===== src/rtl/div_unit_if.sv =====
// -----------------------------------------------------------------------------
// div_unit_if -- request/result bundle between the execute stage and div_unit.
//
// Handshake: the requester raises start with opa/opb/signed_div valid and keeps
// it high while stall is high. The divider accepts the request in the cycle it
// is idle, start=1 and cancel=0. It samples the operands only in that cycle and
// holds stall until the divide is about to finish. Completion is a single-cycle
// ready pulse, and result is valid in that cycle. The divider holds result until
// the next completion. The requester has no way to refuse ready, and the
// divider applies no back-pressure other than stall.
//
// Signals (WIDTH = operand width):
//   start       requester -> divider  divide request (level, held while stalled)
//   signed_div  requester -> divider  1 = signed divide, 0 = unsigned
//   opa, opb    requester -> divider  dividend, divisor
//   cancel      requester -> divider  flush; aborts an accepted or pending divide
//   stall       divider -> requester  pipeline freeze request
//   ready       divider -> requester  one-cycle completion pulse
//   result      divider -> requester  {hi = remainder, lo = quotient}
// -----------------------------------------------------------------------------
interface div_unit_if #(
  parameter int WIDTH = 32
);
  logic               start;
  logic               signed_div;
  logic [WIDTH-1:0]   opa;
  logic [WIDTH-1:0]   opb;
  logic               cancel;
  logic               stall;
  logic               ready;
  logic [2*WIDTH-1:0] result;

  modport master (
    output start, signed_div, opa, opb, cancel,
    input  stall, ready, result
  );

  modport slave (
    input  start, signed_div, opa, opb, cancel,
    output stall, ready, result
  );
endinterface


===== src/rtl/div_unit.sv =====
// -----------------------------------------------------------------------------
// div_unit -- multi-cycle restoring radix-2 integer divider for the HI/LO path.
//
// The divider computes one quotient bit per cycle, starting with the MSB. A
// WIDTH-bit divide takes WIDTH RUN cycles. The design then spends one DONE
// cycle on sign correction and on registering the result.
//
// The DONE cycle loads result and raises the ready pulse at the same edge. The
// pulse is therefore visible in the cycle after DONE. A cancel seen in DONE
// still blocks both the result update and the pulse.
//
// A zero divisor skips RUN and gives lo = all ones and hi = opa. The signed case
// most-negative / -1 wraps naturally to lo = most-negative and hi = 0.
//
// Optional feature: define DIV_SIGNED_EN to honour signed_div. When the macro
// is not defined, every divide is unsigned and no sign logic is built.
//
// Ports:
//   clk          rising-edge clock
//   rst          synchronous active-low reset
//   bus          div_unit_if slave modport (start/operands/cancel in,
//                stall/ready/result out)
//   dbg_state_o  current FSM state (0 = IDLE, 1 = RUN, 2 = DONE)
//
// The WIDTH parameter must match the WIDTH of the connected interface.
// -----------------------------------------------------------------------------
module div_unit #(
  parameter int WIDTH = 32
) (
  input  logic            clk,
  input  logic            rst,
  div_unit_if.slave       bus,
  output logic [1:0]      dbg_state_o
);

  localparam int CNT_W = $clog2(WIDTH) + 1;

  typedef enum logic [1:0] {
    IDLE = 2'd0,
    RUN  = 2'd1,
    DONE = 2'd2
  } state_t;

  state_t               state_q, state_d;
  logic [CNT_W-1:0]     cnt_q, cnt_d;
  logic [WIDTH-1:0]     quo_q, quo_d;   // dividend shifts out, quotient shifts in
  logic [WIDTH-1:0]     rem_q, rem_d;   // partial remainder
  logic [WIDTH-1:0]     dvs_q, dvs_d;   // divisor magnitude
  logic [2*WIDTH-1:0]   result_q, result_d;
  logic                 ready_q, ready_d;

  logic                 accept;
  logic [WIDTH-1:0]     mag_a, mag_b;
  logic [WIDTH-1:0]     fin_lo, fin_hi;
  logic [WIDTH:0]       shifted, diff;

  assign accept = (state_q == IDLE) && bus.start && !bus.cancel;

`ifdef DIV_SIGNED_EN
  logic sign_a, sign_b;
  logic neg_quo_q, neg_quo_d;
  logic neg_rem_q, neg_rem_d;

  assign sign_a = bus.signed_div & bus.opa[WIDTH-1];
  assign sign_b = bus.signed_div & bus.opb[WIDTH-1];
  assign mag_a  = sign_a ? (~bus.opa + WIDTH'(1)) : bus.opa;
  assign mag_b  = sign_b ? (~bus.opb + WIDTH'(1)) : bus.opb;

  // Sign flags are captured at acceptance. A zero divisor returns opa
  // unmodified, so both flags are forced clear in that case.
  always_comb begin
    neg_quo_d = neg_quo_q;
    neg_rem_d = neg_rem_q;
    if (accept) begin
      neg_quo_d = (bus.opb != '0) && (sign_a ^ sign_b);
      neg_rem_d = (bus.opb != '0) && sign_a;
    end
  end

  always_ff @(posedge clk) begin
    if (!rst) begin
      neg_quo_q <= 1'b0;
      neg_rem_q <= 1'b0;
    end else begin
      neg_quo_q <= neg_quo_d;
      neg_rem_q <= neg_rem_d;
    end
  end

  assign fin_lo = neg_quo_q ? (~quo_q + WIDTH'(1)) : quo_q;
  assign fin_hi = neg_rem_q ? (~rem_q + WIDTH'(1)) : rem_q;
`else
  logic unused_signed_div;

  assign unused_signed_div = bus.signed_div;
  assign mag_a  = bus.opa;
  assign mag_b  = bus.opb;
  assign fin_lo = quo_q;
  assign fin_hi = rem_q;
`endif

  // Restoring step: bring the next dividend bit into the remainder, then
  // subtract the divisor. Diff bit WIDTH set means the trial went negative.
  assign shifted = {rem_q, quo_q[WIDTH-1]};
  assign diff    = shifted - {1'b0, dvs_q};

  always_comb begin
    state_d  = state_q;
    cnt_d    = cnt_q;
    quo_d    = quo_q;
    rem_d    = rem_q;
    dvs_d    = dvs_q;
    result_d = result_q;
    ready_d  = 1'b0;

    case (state_q)
      IDLE: begin
        if (accept) begin
          cnt_d = '0;
          dvs_d = mag_b;
          if (bus.opb == '0) begin
            quo_d   = '1;
            rem_d   = bus.opa;
            state_d = DONE;
          end else begin
            quo_d   = mag_a;
            rem_d   = '0;
            state_d = RUN;
          end
        end
      end

      RUN: begin
        if (bus.cancel) begin
          state_d = IDLE;
        end else begin
          quo_d = {quo_q[WIDTH-2:0], ~diff[WIDTH]};
          rem_d = diff[WIDTH] ? shifted[WIDTH-1:0] : diff[WIDTH-1:0];
          // The counter holds at WIDTH-1 rather than wrapping.
          if (cnt_q == CNT_W'(WIDTH - 1)) begin
            state_d = DONE;
          end else begin
            cnt_d = cnt_q + CNT_W'(1);
          end
        end
      end

      DONE: begin
        state_d = IDLE;
        if (!bus.cancel) begin
          result_d = {fin_hi, fin_lo};
          ready_d  = 1'b1;
        end
      end

      default: state_d = IDLE;
    endcase
  end

  always_ff @(posedge clk) begin
    if (!rst) begin
      state_q  <= IDLE;
      cnt_q    <= '0;
      quo_q    <= '0;
      rem_q    <= '0;
      dvs_q    <= '0;
      result_q <= '0;
      ready_q  <= 1'b0;
    end else begin
      state_q  <= state_d;
      cnt_q    <= cnt_d;
      quo_q    <= quo_d;
      rem_q    <= rem_d;
      dvs_q    <= dvs_d;
      result_q <= result_d;
      ready_q  <= ready_d;
    end
  end

  assign bus.stall   = accept || (state_q == RUN);
  assign bus.ready   = ready_q;
  assign bus.result  = result_q;
  assign dbg_state_o = state_q;

endmodule


===== src/flat_wrapper.sv =====
// flat-port wrapper written by rule: the top's interface ports become plain ports
module div_unit_flat 
#(
  parameter int WIDTH = 32
)
  (clk, rst, dbg_state_o, bus_start, bus_signed_div, bus_opa, bus_opb, bus_cancel, bus_stall, bus_ready, bus_result);
  div_unit_if #(.WIDTH(WIDTH)) bus_i ();
  input  logic clk;
  input  logic rst;
  output logic [1:0] dbg_state_o;
  input wire logic [$bits(bus_i.start)-1:0] bus_start;
  input wire logic [$bits(bus_i.signed_div)-1:0] bus_signed_div;
  input wire logic [$bits(bus_i.opa)-1:0] bus_opa;
  input wire logic [$bits(bus_i.opb)-1:0] bus_opb;
  input wire logic [$bits(bus_i.cancel)-1:0] bus_cancel;
  output wire logic [$bits(bus_i.stall)-1:0] bus_stall;
  output wire logic [$bits(bus_i.ready)-1:0] bus_ready;
  output wire logic [$bits(bus_i.result)-1:0] bus_result;
  assign bus_i.start = bus_start;
  assign bus_i.signed_div = bus_signed_div;
  assign bus_i.opa = bus_opa;
  assign bus_i.opb = bus_opb;
  assign bus_i.cancel = bus_cancel;
  assign bus_stall = bus_i.stall;
  assign bus_ready = bus_i.ready;
  assign bus_result = bus_i.result;
  div_unit #(.WIDTH(WIDTH)) u_core (.clk(clk), .rst(rst), .bus(bus_i), .dbg_state_o(dbg_state_o));
endmodule

===== config.mk =====
export PLATFORM = sky130hd
export DESIGN_NAME = div_unit_flat
export DESIGN_NICKNAME = d
export VERILOG_FILES = /design/src/rtl/div_unit_if.sv /design/src/rtl/div_unit.sv /design/src/flat_wrapper.sv
export SDC_FILE = /design/constraint.sdc
export NUM_CORES = 1
export LEC_CHECK = 0
export ABC_AREA = 1
export BUFFER_PORTS_ARGS = -buffer_cell sky130_fd_sc_hd__buf_4
export CORE_ASPECT_RATIO = 1.5
export CORE_MARGIN = 2
export CORE_UTILIZATION = 60
export CTS_BUF_LIST = sky130_fd_sc_hd__clkbuf_4
export DETAILED_ROUTE_END_ITERATION = 8
export PLACE_DENSITY_LB_ADDON = 0.05
export SLEW_MARGIN = 20
export SYNTH_ARGS = -nofsm -noshare
export SYNTH_HDL_FRONTEND = slang
export SYNTH_SLANG_ARGS = --single-unit

===== constraint.sdc =====
create_clock -name clk -period 2.9 [get_ports clk]
set_input_delay 0.29 -clock clk [delete_from_list [all_inputs] [get_ports clk]]
set_output_delay 0.29 -clock clk [all_outputs]
set_load 0.02 [all_outputs]

==> impl_metrics.json <==
{
  "dp_hpwl_mm": 22.1,
  "dp_slack_ns": 0.379,
  "wl_mm": 29.2,
  "syn_inst": 1578,
  "cts_hold_buf": 30,
  "drv_cap": 0,
  "rows": 57,
  "vias_per_cell": 5.32,
  "synth_edf_count": 0,
  "worstPathArrival_ns": 3.13,
  "rsz0062_at_grt": "no",
  "layoutNonFillerInstCount": 1921,
  "synthArstFlopShare_pct": 0,
  "dieArea_um2": 17600,
  "hold_class": "in2reg",
  "ys_seq_area_share_pct": 34.1,
  "insertion_delay_ns": 0.58,
  "r2r_cells": 17,
  "synth_area_um2": 9920,
  "syn_nets": 1681,
  "drc": 0,
  "r2r_slack_ns": 0.27,
  "ir_drop_mv": 0.275,
  "min_path_cells": 3,
  "crit_path_end_kind": "flop",
  "cp_common_cell": "nand2_1",
  "grt_pass1_vias": 9391,
  "setup_ws_ns": 0.272,
  "grt_use_total_pct": 33.6,
  "crit_fanout": 32,
  "die_y_um": 161,
  "start_util_pct": 61.3,
  "via_count": 10200,
  "hold_viol": 0,
  "skew_ns": 0.0213,
  "hold_end": "u_core.dvs_q[0]",
  "status": "finished, final reports clean",
  "post_cts_buffers": 0,
  "min_period_ns": 2.63,
  "slew_headroom_pct": 57.0,
  "dp_cells": 1858,
  "fin_crit_sh_pct": 90.6,
  "grt_antenna_before_repair": 1,
  "crit_required_ns": 3.41,
  "post_cts_resized": 0,
  "crit_type": "reg2reg",
  "drt_iter0_drc": 884,
  "die_w_um": 109,
  "fin_util_pct": 71.9,
  "cts_made_buffers": 17,
  "layout-drive-gt1-share_pct": 12.1,
  "leakage_uw": 0.00590,
  "slew_violations": 0,
  "gp_congestion": 0.956,
  "core_area_um2": 16200,
  "cts_htree_levels": 4,
  "ant_nets": 0,
  "startpoint_type": "flop",
  "cts.sinks": 169,
  "r2r-start": "u_core.fin_lo[31]",
  "cts_max_path_buffers": 2,
  "fillers": 1550,
  "ioPinCount": 137,
  "hp-start": "bus_opb[0]",
  "fmax_mhz": 381,
  "area_growth_pct": 17.3,
  "cts_tree": "yes",
  "ys_warn_count": 0,
  "grt_pass1_wl_mm": 46.0,
  "slowest_stage": "fa_1",
  "crit_chain": "inv_1 > ha_1 > fa_1 > inv_1 > nand2_1 > nand2_1 > nand3_1 > nand2_2 > nand2_1 > nand2_2 > nand2_2 > nand3_2 > buf_4 > nand3_1 > nand2_1 > nand2_1 > a21oi_1",
  "io_buffers": 135,
  "r2r-end": "u_core.fin_hi[31]",
  "worstMarginPinSlew_ns": 0.646,
  "fin_tns_setup_ns": 0,
  "setup_violations": 0,
  "grt_max_degree": 81,
  "nets": 1804,
  "grt_overflow_total": 0,
  "ys.flop_type": "dfxtp_1",
  "synth_cell_type_count": 33,
  "powerDensity_nw_per_um2": 516,
  "yosys_register_bits": 169,
  "wl_per_cell_um": 15.2,
  "max_stage_delay_ns": 0.41,
  "avgSynthCellArea_um2": 6.29,
  "dr.pass1.iters": 6,
  "clkTransAtPathRegs_ns": 0.17,
  "root_buffer": "clkbuf_4"
}
## per-stage QoR
stage	hold slack, ns	cell area (um2)	total power, uW
after global routing	0.0593	11600	6400
after CTS	0.0537	11600	6000
after floorplan	0.433	9920	4070
after detailed placement	0.435	11100	4620
final	0.0810	11600	6000
after global placement	0.432	11100	4590
## critical path, delay by kind of cell (launching register included)
| family | cells | cell delay (ns) |
|---|---|---|
| simple gates | 11 | 0.88 |
| compound gates | 1 | 0.14 |
| flops | 1 | 0.39 |
| fa+ha+maj | 2 | 0.64 |
| buf+inv | 3 | 0.51 |
## layout make-up
type / instances / area (um2) / share of cell area, %
inverters: 328 / 1230 / 10.6
repair buffers: 183 / 1470 / 12.7
clock inverters: 15 / 150 / 1.29
clock buffers: 17 / 128 / 1.10
flip-flops and latches: 169 / 3380 / 29.1
diodes: 1 / 2.50 / 0.0215
well taps: 206 / 258 / 2.22
multi-input cells: 1002 / 5010 / 43.0
## registers in the layout, indices dropped and copies added (netlist names)
signal,flops
u_core.bus.result,64
u_core.bus.ready,1
u_core.fin_hi,32
u_core.dvs_q,32
u_core.fin_lo,32
u_core.cnt_q,6
u_core.dbg_state_o,2
## synthesized netlist by cell type (4+ instances only)
library cell | instances | area, um2
nand2_1 | 367 | 1380
inv_1 | 324 | 1220
o21ai_0 | 224 | 1120
dfxtp_1 | 169 | 3380
a21oi_1 | 152 | 761
nand3_1 | 67 | 335
clkbuf_1 | 58 | 218
nor2_1 | 48 | 180
ha_1 | 33 | 413
a31oi_1 | 31 | 194
nand3b_1 | 19 | 143
xor2_1 | 13 | 114
buf_2 | 11 | 55.1
nand4_1 | 9 | 56.3
nor4_1 | 8 | 50.1
buf_1 | 7 | 26.3
nand2_2 | 5 | 31.3
nor2_2 | 5 | 31.3
nor3_1 | 5 | 25.0
and2_1 | 4 | 25.0
inv_2 | 4 | 15.0
## power by group
part / total (uW) / switching, uW / internal, uW
clock: 1360 / 974 / 389
combinational: 2100 / 1380 / 722
sequential: 2540 / 99.5 / 2440
total: 6000 / 2450 / 3550
## placed cells by master (no fill, tap or decap), types with 3 or more instances in the layout
cell type      count
dlygate4sd3_1     30
inv_1            324
and2_1             4
nand3_1           65
ha_1              33
nand2_1          366
a21oi_1          152
buf_4            151
dfxtp_1          169
nor4_1             8
nor2_2             6
nor2_1            47
a31oi_1           31
xor2_1            13
nand2_2            5
nor3_1             5
inv_2              4
nand4_1            9
clkbuf_4          17
inv_8              4
nand2_4            3
nand3b_1          19
o21ai_0          224
inv_6              5
## cells by family after synthesis
group,share of synthesized area (%)
xor+xnor,1.32
compound gates,21.3
fa+ha+maj,4.36
flops,34.1
simple gates,23.2
buf+inv,15.7
## worst max-delay path by stage
stage                            startpoint                 to  slack (ns)
final                     u_core.fin_lo[31]  u_core.fin_hi[31]        0.27
after global routing      u_core.fin_lo[31]  u_core.fin_hi[28]        0.05
after CTS                 u_core.fin_lo[31]  u_core.fin_hi[31]        0.29
after detailed placement  u_core.fin_lo[31]  u_core.fin_hi[31]        0.38
after global placement    u_core.fin_lo[31]  u_core.fin_hi[27]        0.41
after floorplan           u_core.fin_lo[31]  u_core.fin_hi[22]        0.73
## metal layers
| metal | vias to the layer above | wire length (um) | part of all wire [%] | global-route usage, % |
|---|---|---|---|---|
| met5 | - | 0 | 0 | 0 |
| met4 | 0 | 1870 | 6.4 | 20.7 |
| met3 | 92 | 1570 | 5.4 | 4.92 |
| met2 | 339 | 14300 | 49 | 57.4 |
| met1 | 4563 | 11500 | 39 | 38.5 |
| li1 | 5235 | - | - | - |
Power figures use the tool's default switching activity.
